`config.mk`:
```
export PLATFORM = sky130hd
export DESIGN_NAME = shiftreg_alu_seq
export DESIGN_NICKNAME = d
export VERILOG_FILES = /design/src/rtl/shiftreg_alu_seq.sv
export SDC_FILE = /design/constraint.sdc
export NUM_CORES = 1
export LEC_CHECK = 0
export ABC_CLOCK_PERIOD_IN_PS = 2700
export BUFFER_PORTS_ARGS = -buffer_cell sky130_fd_sc_hd__buf_4
export CORE_ASPECT_RATIO = 1.2
export CORE_UTILIZATION = 55
export CTS_BUF_LIST = sky130_fd_sc_hd__clkbuf_4 sky130_fd_sc_hd__clkbuf_8 sky130_fd_sc_hd__clkbuf_16
export DETAILED_ROUTE_END_ITERATION = 10
export PLACE_DENSITY = 0.88
export SLEW_MARGIN = 0
export SYNTH_ARGS = -nofsm -noshare
export SYNTH_HDL_FRONTEND = slang
export SYNTH_SLANG_ARGS = --single-unit
```
`constraint.sdc`:
```
create_clock -name clk -period 2.7 [get_ports clk]
set_input_delay 0.54 -clock clk [delete_from_list [all_inputs] [get_ports clk]]
set_output_delay 0.54 -clock clk [all_outputs]
set_load 0.01 [all_outputs]
```
`src/rtl/shiftreg_alu_seq.sv`:
```
// Multi-cycle shift-register ALU: load, serial-fill left/right shift and
// shift-add multiply on W-bit operands, one bit-step per enabled clock.
module shiftreg_alu_seq #(
  parameter int W  = 3,
  parameter int CW = ($clog2(2*W+1) < 2) ? 2 : $clog2(2*W+1)
) (
  input  logic           clk,
  input  logic           rst,
  input  logic           en,
  input  logic           start,
  input  logic [1:0]     op,
  input  logic [W-1:0]   A,
  input  logic [W-1:0]   B,
  input  logic           ser_in,
  output logic [2*W-1:0] dout,
  output logic           busy,
  output logic           done
);

  localparam int DW = 2 * W;
  // The counter is loaded with a raw shift distance B, so it is never
  // allowed to be narrower than W even when CW would be.
  localparam int CNT_W = (CW > W) ? CW : W;

  typedef enum logic [1:0] {
    IDLE = 2'b00,
    RUN  = 2'b01,
    DONE = 2'b10
  } state_t;

  typedef enum logic [1:0] {
    OP_LOAD = 2'b00,
    OP_SHL  = 2'b01,
    OP_SHR  = 2'b10,
    OP_MUL  = 2'b11
  } op_t;

  state_t           state;
  op_t              op_q;
  logic [CNT_W-1:0] count;
  logic [DW-1:0]    mcand;
  logic [W-1:0]     mplier;

  // NOTE: every register, including the multiplier working set, is reset so
  // an abandoned operation leaves no stale state behind.
  always_ff @(posedge clk) begin
    if (rst) begin
      state  <= IDLE;
      op_q   <= OP_LOAD;
      dout   <= '0;
      busy   <= 1'b0;
      done   <= 1'b0;
      count  <= '0;
      mcand  <= '0;
      mplier <= '0;
    end else if (en) begin
      unique case (state)
        IDLE: begin
          if (start) begin
            state <= RUN;
            busy  <= 1'b1;
            op_q  <= op_t'(op);
            unique case (op_t'(op))
              OP_LOAD: begin
                dout  <= {B, A};
                count <= '0;
              end
              OP_SHL, OP_SHR: begin
                dout  <= {{W{1'b0}}, A};
                count <= CNT_W'(B);
              end
              OP_MUL: begin
                dout   <= '0;
                mcand  <= {{W{1'b0}}, A};
                mplier <= B;
                count  <= CNT_W'(W);
              end
            endcase
          end
        end

        RUN: begin
          if (count != '0) begin
            count <= count - CNT_W'(1);
            unique case (op_q)
              OP_SHL: dout <= {dout[DW-2:0], ser_in};
              OP_SHR: dout <= {ser_in, dout[DW-1:1]};
              OP_MUL: begin
                // Product of two W-bit values always fits in 2W bits.
                if (mplier[0]) dout <= dout + mcand;
                mcand  <= mcand << 1;
                mplier <= mplier >> 1;
              end
              OP_LOAD: ;
            endcase
          end else begin
            state <= DONE;
            busy  <= 1'b0;
            done  <= 1'b1;
          end
        end

        DONE: begin
          state <= IDLE;
          done  <= 1'b0;
        end

        default: state <= IDLE;
      endcase
    end
  end

endmodule

```
==> flow_metrics.tcl, run 1 <==
set metrics [dict create \
    status "finished clean" \
    final_layout_size_suffix_gt1_share_pct 18.2 \
    fmax_mhz 437 \
    start_kind "register" \
    p_switching_w 0.000257 \
    post_drt_wl_per_cell_um 15.7 \
    row_count 20 \
    r2r_end "mplier[2]$_SDFFE_PP0P_" \
    power.density_nw_per_um2 470 \
    hold_viol_final 0 \
    synth-main-ff-cell "dfxtp_1" \
    grt_setup_unrepaired "false" \
    start_util_pct 59.8 \
    netlist_area_um2 1570 \
    grt_pass1_vias 1335 \
    hold_buffers 0 \
    post-dp-hpwl_um 2800 \
    syn_area_per_cell_um2 8.27 \
    ys_ff_latch 24 \
    maxCapViolCount 0 \
    p_int_w 0.000555 \
    arrival_ns 2.50 \
    syn_to_final_growth_pct 9.87 \
    grt_usage_pct 25.9 \
    antenna_found_initial 0 \
    min_path_cells 3 \
    synthArstFlopShare_pct 0 \
    ctsResizeCount 0 \
    clockBufferDepth 2 \
    power_w 0.000812 \
    cts_buffers 3 \
    die_h_um 60.6 \
    syn_inst 190 \
    setup_tns_ns 0 \
    die_w_um 50.8 \
    ir_worst_vdd_mv 0.329 \
    finalSetupViolations 0 \
    hold_path.class "in2reg" \
    swShare_pct 31.7 \
    r2r_cells 7 \
    post-route-min-period_ns 2.29 \
    postCtsSetupBuffers 0 \
    crit_fanout 10 \
    cts_tree "yes" \
    ant_nets 0 \
    overflow 0 \
    synth-edff-count 0 \
    worstPathRequired_ns 2.91 \
    critPathLaunch "count[0]$_SDFFE_PP0P_" \
    leakagePower_nw 0.711 \
    nets 229 \
    crit_type "reg2reg" \
    reg2reg_from "count[0]$_SDFFE_PP0P_" \
    worst_slew_pin_slew_ns 0.613 \
    clkLatencyLatePin_ns 0.31 \
    crit_end "mplier[2]$_SDFFE_PP0P_" \
    io_pins 21 \
    yosysWarnings 0 \
    clk_pin_slew_ns 0.13 \
    p_clk_share_pct 23.2 \
    grt_max_degree 26 \
    place.port_buffers 20 \
    clock_skew_ns 0.00884 \
    synth_fp_nets 215 \
    drt_iter0_drc 61 \
    clock-root-buffer "clkbuf_4" \
    worst_setup_path_end_kind "register" \
    num_vias 1466 \
    synth-seq-area-share_pct 30.6 \
    relSlewSlack_pct 59.1 \
    p_comb_share_pct 26.5 \
    htreeDepth 1 \
    pwr-share-seq_pct 50.4 \
    globalplace.congestion 0.926 \
    drc_errors 0 \
    grt_pass1_wl_um 5920 \
    diodes 0 \
    vias_per_cell 6.21 \
    drv_slew 0 \
    synthDistinctLibCells 45 \
    core_um2 2630 \
    drt_pass1_iterations 4 \
    cts.sinks 24 \
    layout_worst_path_cycle_share_pct 84.8 \
    totalWireLength_um 3710 \
    die_area_um2 3080 \
    reg2reg_setup_slack_ns 0.41 \
]
[critical path, stage by stage, from the launching register on]
cell	delay, ns
dfxtp_1	0.39
inv_1	0.07
ha_1	0.19
nor2b_2	0.18
a2111oi_4	0.63
o221ai_1	0.38
a22oi_1	0.28
nor2_1	0.05
[worst min path at each step]
stage | from | to | slack, ns
after global routing | op[0] | op_q[0]$_SDFFE_PP0P_ | 0.47
final | op[0] | op_q[0]$_SDFFE_PP0P_ | 0.47
after floorplan | mcand[5]$_SDFFE_PP0P_ | mcand[5]$_SDFFE_PP0P_ | 0.44
after detailed placement | mcand[5]$_SDFFE_PP0P_ | mcand[5]$_SDFFE_PP0P_ | 0.47
after CTS | op[0] | op_q[0]$_SDFFE_PP0P_ | 0.46
after global placement | mcand[5]$_SDFFE_PP0P_ | mcand[5]$_SDFFE_PP0P_ | 0.47
[layout make-up]
class                           instances  area (um2)
Fill cell                             240         901
Inverter                                6        22.5
Multi-Input combinational cell        148         988
Tap cell                               33        41.3
Clock buffer                            4        36.3
Timing Repair Buffer                   21         158
Sequential cell                        24         480
[power by group through the flow]
stage	Clock [W]	Combinational, W	Sequential [W]
floorplan	0	0.000157	0.000409
global placement	0	0.000203	0.000413
detailed placement	0	0.000213	0.000416
CTS	0.000192	0.000214	0.000408
global route	0.000207	0.000238	0.000412
finish	0.000188	0.000215	0.000409
[state kept, by name (all words and copies together), names as in the netlist]
name / count
mplier: 3
done: 1
state: 2
count: 3
op_q: 2
busy: 1
dout: 6
mcand: 6
[placed cells by master, fill, tap and decap left out, drive strengths merged]
cell / Yosys / final
nand3: 5 / 5
a211oi: 5 / 5
o221a: 1 / 1
mux2: 1 / 1
a21oi: 21 / 21
o311a: 1 / 1
o31ai: 1 / 1
o21a: 1 / 1
a22oi: 5 / 5
fa: 1 / 1
o211ai: 2 / 2
nor3b: 5 / 5
buf: 8 / 21
xnor2: 1 / 1
nand3b: 1 / 1
inv: 6 / 6
xor2: 3 / 3
o21ai: 8 / 8
a311oi: 4 / 4
o41ai: 1 / 1
or4b: 1 / 1
dfxtp: 24 / 24
a21o: 1 / 1
ha: 11 / 11
nor3: 5 / 5
a2bb2oi: 1 / 1
nor2b: 4 / 4
clkbuf: 4 / 4
nor2: 26 / 26
a31oi: 2 / 2
a2111oi: 2 / 2
nand2b: 2 / 2
mux2i: 1 / 1
and2: 1 / 1
o221ai: 1 / 1
or3: 1 / 1
nand2: 21 / 21
a221o: 1 / 1
[cells in the mapped netlist (2+ instances only)]
cell type,n,area (um2)
a211oi_1,5,37.5
a21oi_1,21,105
a22oi_1,5,37.5
a311oi_2,3,45.0
a31oi_1,2,12.5
buf_2,3,15.0
buf_4,2,15.0
buf_6,3,33.8
clkbuf_1,3,11.3
dfxtp_1,24,480
ha_1,11,138
inv_1,6,22.5
nand2_1,21,78.8
nand2b_1,2,12.5
nand3_1,5,25.0
nor2_1,26,97.6
nor2b_1,3,18.8
nor3_1,5,25.0
nor3b_1,4,30.0
o211ai_1,2,15.0
o21ai_0,8,40.0
xor2_1,3,26.3
[through the flow]
step	hold slack (ns)	setup slack [ns]	util (%)	area [um2]	std cells
floorplan	0.444	0.722	-	1570	190
global placement	0.474	0.571	64.3	1690	232
detailed placement	0.468	0.465	64.3	1690	232
CTS	0.458	0.425	65.7	1730	236
global route	0.474	0.196	65.7	1730	236
finish	0.470	0.412	65.7	1730	236
[cell families after synthesis]
group / Yosys count / share of synthesized area, %
simple gates: 72 / 21.7
compound gates: 58 / 27.6
flops: 24 / 30.6
buf+inv: 18 / 6.53
fa+ha+maj: 12 / 10.0
xor+xnor: 4 / 2.23
mux: 2 / 1.35
[per-layer routing]
layer	up-vias	share of wire, %	track usage [%]
li1	710	-	-
met1	681	41	28.5
met2	66	52	49.9
met3	9	5.0	2.76
met4	0	1.9	11.9
met5	-	0	0
(Power assumes the default switching activity.)
==> run 2, diff against run 1 <==
--- a/config.mk
+++ b/config.mk
@@ -5,13 +5,13 @@
 export SDC_FILE = /design/constraint.sdc
 export NUM_CORES = 1
 export LEC_CHECK = 0
-export ABC_CLOCK_PERIOD_IN_PS = 2700
+export ABC_CLOCK_PERIOD_IN_PS = 2000
 export BUFFER_PORTS_ARGS = -buffer_cell sky130_fd_sc_hd__buf_4
 export CORE_ASPECT_RATIO = 1.2
-export CORE_UTILIZATION = 55
+export CORE_UTILIZATION = 51
 export CTS_BUF_LIST = sky130_fd_sc_hd__clkbuf_4 sky130_fd_sc_hd__clkbuf_8 sky130_fd_sc_hd__clkbuf_16
 export DETAILED_ROUTE_END_ITERATION = 10
-export PLACE_DENSITY = 0.88
+export PLACE_DENSITY = 0.86
 export SLEW_MARGIN = 0
 export SYNTH_ARGS = -nofsm -noshare
 export SYNTH_HDL_FRONTEND = slang
==> constraint.sdc (replaced) <==
create_clock -name clk -period 2 [get_ports clk]
set_input_delay 0.4 -clock clk [delete_from_list [all_inputs] [get_ports clk]]
set_output_delay 0.4 -clock clk [all_outputs]
set_load 0.01 [all_outputs]
==> flow_metrics.tcl, run 2 (synthesis gave the netlist of run 1 again) <==
set metrics [dict create \
    cts_tree "yes" \
    row_count 21 \
    clock_skew_ns 0.00742 \
    status "finished clean" \
    hold_path.class "in2reg" \
    start_util_pct 54.9 \
    crit_fanout 5 \
    layout_worst_path_cycle_share_pct 98.5 \
    clkLatencyLatePin_ns 0.32 \
    critPathSlowestCell "dfxtp_2" \
    core_um2 2860 \
    cpPeakStageDelay_ns 0.36 \
    drt_iter0_drc 64 \
    hold_buffers 0 \
    globalplace.congestion 0.898 \
    grt_pass1_vias 1339 \
    drc_errors 0 \
    final_common_cell "buf_4" \
    vias_per_cell 5.96 \
    dpl_worst_slack_ns -0.0230 \
    start_kind "register" \
    finalSetupViolations 0 \
    die_w_um 52.7 \
    die_area_um2 3310 \
    clock-root-buffer "clkbuf_4" \
    post-dp-hpwl_um 2700 \
    multi_input_area_um2 1030 \
    leakagePower_nw 0.779 \
    worstPathRequired_ns 2.22 \
    arrival_ns 2.19 \
    cpMostUsedCell "buf_4" \
    fillers 237 \
    hold_ws_ns 0.318 \
    die_h_um 62.8 \
    relSlewSlack_pct 71.7 \
    syn_to_final_growth_pct 18.3 \
    dpl_cell_area_um2 1770 \
    power.density_nw_per_um2 593 \
    drv_slew 0 \
    stdcell_area_um2 1860 \
    nets 242 \
    ant_nets 0 \
    crit_path_cell_trace "inv_1 > ha_1 > nor2b_2 > a2111oi_4 > buf_4 > nand2_2 > buf_4 > a211oi_1 > nor3_1" \
    layout_common_cells "34 x buf_4, 26 x nor2_1, 22 x dfxtp_1, 21 x a21oi_1, 20 x nand2_1" \
    fin_util_pct 64.9 \
    htreeDepth 1 \
    top_regs "dout: 6 flops, mcand: 6 flops" \
    antenna_found_initial 0 \
    maxCapViolCount 0 \
    grt_pass1_wl_um 5700 \
    final_layout_size_suffix_gt1_share_pct 27.0 \
    io_pins 21 \
    drt_pass1_iterations 4 \
    cts_buffers 3 \
    grt_max_degree 26 \
    grt_usage_pct 22.6 \
    hold_viol_final 0 \
    worst_setup_path_end_kind "register" \
    totalWireLength_um 3660 \
    worst_slew_pin_slew_ns 0.423 \
    num_vias 1485 \
    cts.sinks 24 \
    post-route-min-period_ns 1.97 \
    clk_pin_slew_ns 0.13 \
    diodes 0 \
    overflow 0 \
    fmax_mhz 507 \
    post_drt_wl_per_cell_um 14.7 \
    ir_worst_vdd_mv 0.463 \
    place.port_buffers 20 \
    setup_tns_ns 0 \
    seq_area_um2 483 \
    crit_type "reg2reg" \
    setup_slack_ns 0.0294 \
    clockBufferDepth 2 \
]
## run 2: changes by cell type in the layout (fill, tap and decap cells not counted), moves of 2 or more
cell      delta
a211oi_2     +2
a211oi_1     -2
buf_4       +13
dfxtp_1      -2
dfxtp_2      +2
## run 2: timing repair
| item | CTS | global route |
|---|---|---|
| pin swaps | 1 | 4 |
| endpoints found under the setup margin | 13 | 15 |
| buffers inserted | 1 | 2 |
| resized for setup | 2 | 9 |
## run 2: worst paths after layout
| path | start | end | slack [ns] | cells past startpoint |
|---|---|---|---|---|
| setup / recovery | count[0]$_SDFFE_PP0P_ | dout[1]$_SDFFE_PP0P_ | 0.03 | 9 |
| hold / removal | op[0] | op_q[0]$_SDFFE_PP0P_ | 0.32 | 3 |
| setup reg to reg | count[0]$_SDFFE_PP0P_ | dout[1]$_SDFFE_PP0P_ | 0.03 | 9 |
| hold reg to reg | mcand[5]$_SDFFE_PP0P_ | mcand[5]$_SDFFE_PP0P_ | 0.48 | 2 |
## run 2: stage by stage
| step | power, W | std cells |
|---|---|---|
| global route | 0.00117 | 249 |
| finish | 0.00110 | 249 |
| CTS | 0.00109 | 247 |
| detailed placement | 0.000871 | 243 |
| floorplan | 0.000764 | 190 |
| global placement | 0.000864 | 243 |
## run 2: power by group
| part | internal [W] | switching [W] |
|---|---|---|
| Combinational | 0.000160 | 0.000185 |
| Sequential | 0.000511 | 0.0000336 |
| Clock | 0.0000707 | 0.000142 |
## run 2: area by class of cell
| class | instances | area share (%) |
|---|---|---|
| multi-input cells | 148 | 55.6 |
| flip-flops and latches | 24 | 26.0 |
| repair buffers | 34 | 13.7 |
| well taps | 34 | 2.29 |
| clock buffers | 3 | 1.21 |
| inverters | 6 | 1.21 |
## run 2: metal layers
layer | GRT usage [%] | wire, um | vias to the layer above
met5 | 0 | 0 | -
met4 | 10.9 | 77 | 0
met2 | 37.7 | 1840 | 52
met1 | 27.9 | 1570 | 686
li1 | - | - | 738
met3 | 2.43 | 169 | 9
## run 2: worst max-delay path, delay by kind of cell (launching register included)
| family | cells | cell delay (ns) |
|---|---|---|
| buffers and inverters | 3 | 0.46 |
| adders and majority gates | 1 | 0.19 |
| DFF | 1 | 0.36 |
| and+or+nand+nor | 3 | 0.34 |
| AOI/OAI and AO/OA | 2 | 0.52 |
==> run 3, diff against run 2 <==
--- a/config.mk
+++ b/config.mk
@@ -8,10 +8,10 @@
 export ABC_CLOCK_PERIOD_IN_PS = 2000
 export BUFFER_PORTS_ARGS = -buffer_cell sky130_fd_sc_hd__buf_4
 export CORE_ASPECT_RATIO = 1.2
-export CORE_UTILIZATION = 51
+export CORE_UTILIZATION = 40
 export CTS_BUF_LIST = sky130_fd_sc_hd__clkbuf_4 sky130_fd_sc_hd__clkbuf_8 sky130_fd_sc_hd__clkbuf_16
 export DETAILED_ROUTE_END_ITERATION = 10
-export PLACE_DENSITY = 0.86
+export PLACE_DENSITY = 0.72
 export SLEW_MARGIN = 0
 export SYNTH_ARGS = -nofsm -noshare
 export SYNTH_HDL_FRONTEND = slang
==> flow_metrics.tcl, run 3 (synthesis gave the netlist of run 1 again) <==
set metrics [dict create \
    dp.cells 261 \
    die_h_um 70.7 \
    die_area_um2 4180 \
    ir_worst_vdd_mv 0.404 \
    grt_setup_unrepaired "true" \
    cts_buffers 3 \
    clock_skew_ns 0.00389 \
    crit_path_cell_trace "inv_1 > ha_1 > nor2b_2 > a2111oi_4 > buf_4 > o221ai_1 > buf_4 > nand2_1 > a21oi_1" \
    r2r_end "mcand[3]$_SDFFE_PP0P_" \
    clkLatencyLatePin_ns 0.26 \
    die_w_um 59.2 \
    htreeDepth 1 \
    drv_slew 0 \
    overflow 0 \
    leakagePower_nw 0.779 \
    place.port_buffers 20 \
    r2r_cells 9 \
    finalSetupViolations 0 \
    min_path_cells 3 \
    hold_path.class "in2reg" \
    start_util_pct 42.5 \
    crit_type "reg2reg" \
    clockBufferDepth 2 \
    stdcell_area_um2 1880 \
    syn_to_final_growth_pct 19.8 \
    grt_pass1_wl_um 5980 \
    holdCritStartpoint "op[0]" \
    reg2reg_setup_slack_ns 0.09 \
    clock-root-buffer "clkbuf_8" \
    gr-max-usage-layer "met2" \
    power.density_nw_per_um2 617 \
    clk_pin_slew_ns 0.08 \
    final_layout_size_suffix_gt1_share_pct 25.1 \
    use_met3_pct 2.19 \
    power_w 0.00116 \
    cts.sinks 24 \
    final_cells 267 \
    globalplace.congestion 0.897 \
    fmax_mhz 524 \
    status "finished clean" \
    cpPeakStageDelay_ns 0.34 \
    final_common_cell "buf_4" \
    arrival_ns 2.06 \
    worst_slew_pin_slew_ns 0.520 \
    cpMostUsedCell "buf_4" \
    dpl_cell_area_um2 1790 \
    grt_usage_pct 18.3 \
    layout_common_cells "33 x buf_4, 26 x nor2_1, 22 x dfxtp_1, 20 x a21oi_1, 20 x nand2_1" \
    critPathSlowestCell "dfxtp_2" \
    relSlewSlack_pct 65.2 \
    vias_per_cell 5.63 \
    drt_iter0_drc 67 \
    drc_errors 0 \
    grt_util_met1_pct 21.9 \
    reg2reg_from "count[0]$_SDFFE_PP0P_" \
    worst_setup_path_end_kind "register" \
    maxCapViolCount 0 \
    totalWireLength_um 3740 \
    nets 242 \
    start_kind "register" \
    whs_endpoint "op_q[0]$_SDFFE_PP0P_" \
    post_drt_wl_per_cell_um 14.0 \
    layout_worst_path_cycle_share_pct 95.5 \
    row_count 24 \
    met2_usage_pct 32.2 \
    top_regs "dout: 6 flops, mcand: 6 flops" \
    drt_pass1_iterations 4 \
    post-dp-hpwl_um 2790 \
    diodes 0 \
    ant_nets 0 \
    io_pins 21 \
    antenna_found_initial 0 \
    post-route-min-period_ns 1.91 \
    worstPathRequired_ns 2.15 \
    cts_tree "yes" \
    grt_max_degree 26 \
    grt_pass1_vias 1391 \
    num_vias 1504 \
    hold_viol_final 0 \
    crit_fanout 6 \
    core_um2 3690 \
    hold_buffers 0 \
]
run 3: repair_timing:
item / CTS / global route
hold endpoints to repair: 0 / 0
gates cloned: 0 / 1
pin swaps: 1 / 2
resized for setup: 0 / 6
buffers inserted: 0 / 2
setup endpoints to repair: 4 / 15
run 3: power by group:
| group | internal, W | total, W | switching [W] |
|---|---|---|---|
| Clock | 0.000135 | 0.000282 | 0.000147 |
| Combinational | 0.000156 | 0.000337 | 0.000181 |
| Sequential | 0.000511 | 0.000543 | 0.0000326 |
| Total | 0.000802 | 0.00116 | 0.000361 |
run 3: worst max-delay path by stage:
stage | start | cells past startpoint | end | slack (ns)
finish | count[0]$_SDFFE_PP0P_ | 9 | mcand[3]$_SDFFE_PP0P_ | 0.09
global route | dout[1]$_SDFFE_PP0P_ | 6 | dout[5]$_SDFFE_PP0P_ | -0.01
CTS | count[0]$_SDFFE_PP0P_ | 7 | dout[5]$_SDFFE_PP0P_ | 0.03
floorplan | count[0]$_SDFFE_PP0P_ | 7 | dout[5]$_SDFFE_PP0P_ | 0.02
global placement | count[0]$_SDFFE_PP0P_ | 8 | dout[0]$_SDFFE_PP0P_ | 0.06
detailed placement | count[0]$_SDFFE_PP0P_ | 7 | dout[5]$_SDFFE_PP0P_ | -0.002
run 3: through the flow:
step                      setup TNS [ns]  util [%]  hold slack (ns)  setup WS [ns]
after global routing             -0.0292      51.0            0.388        -0.0146
after floorplan                        0         -            0.444         0.0219
after detailed placement        -0.00186      48.4            0.473       -0.00186
after CTS                              0      49.6            0.383         0.0333
final                                  0      51.0            0.386         0.0900
after global placement                 0      48.4            0.459         0.0563
run 3: cell type report:
type	instances	area, um2
flip-flops and latches	24	483
well taps	52	65.1
repair buffers	33	248
fillers	372	1810
clock buffers	3	41.3
multi-input cells	149	1020
inverters	6	22.5
run 3: worst max-delay path: cells and delay by family (launching register included):
family / cells / cell delay [ns]
adder cells (fa/ha/maj): 1 / 0.18
AND/OR/NAND/NOR: 2 / 0.23
buffers and inverters: 3 / 0.46
AO/OA/AOI/OAI: 3 / 0.58
flip-flops: 1 / 0.34
run 3: routing by layer:
layer / up-vias / wire, um
met5: - / 0
met4: 0 / 68
met3: 8 / 160
met2: 44 / 1890
met1: 714 / 1620
li1: 738 / -
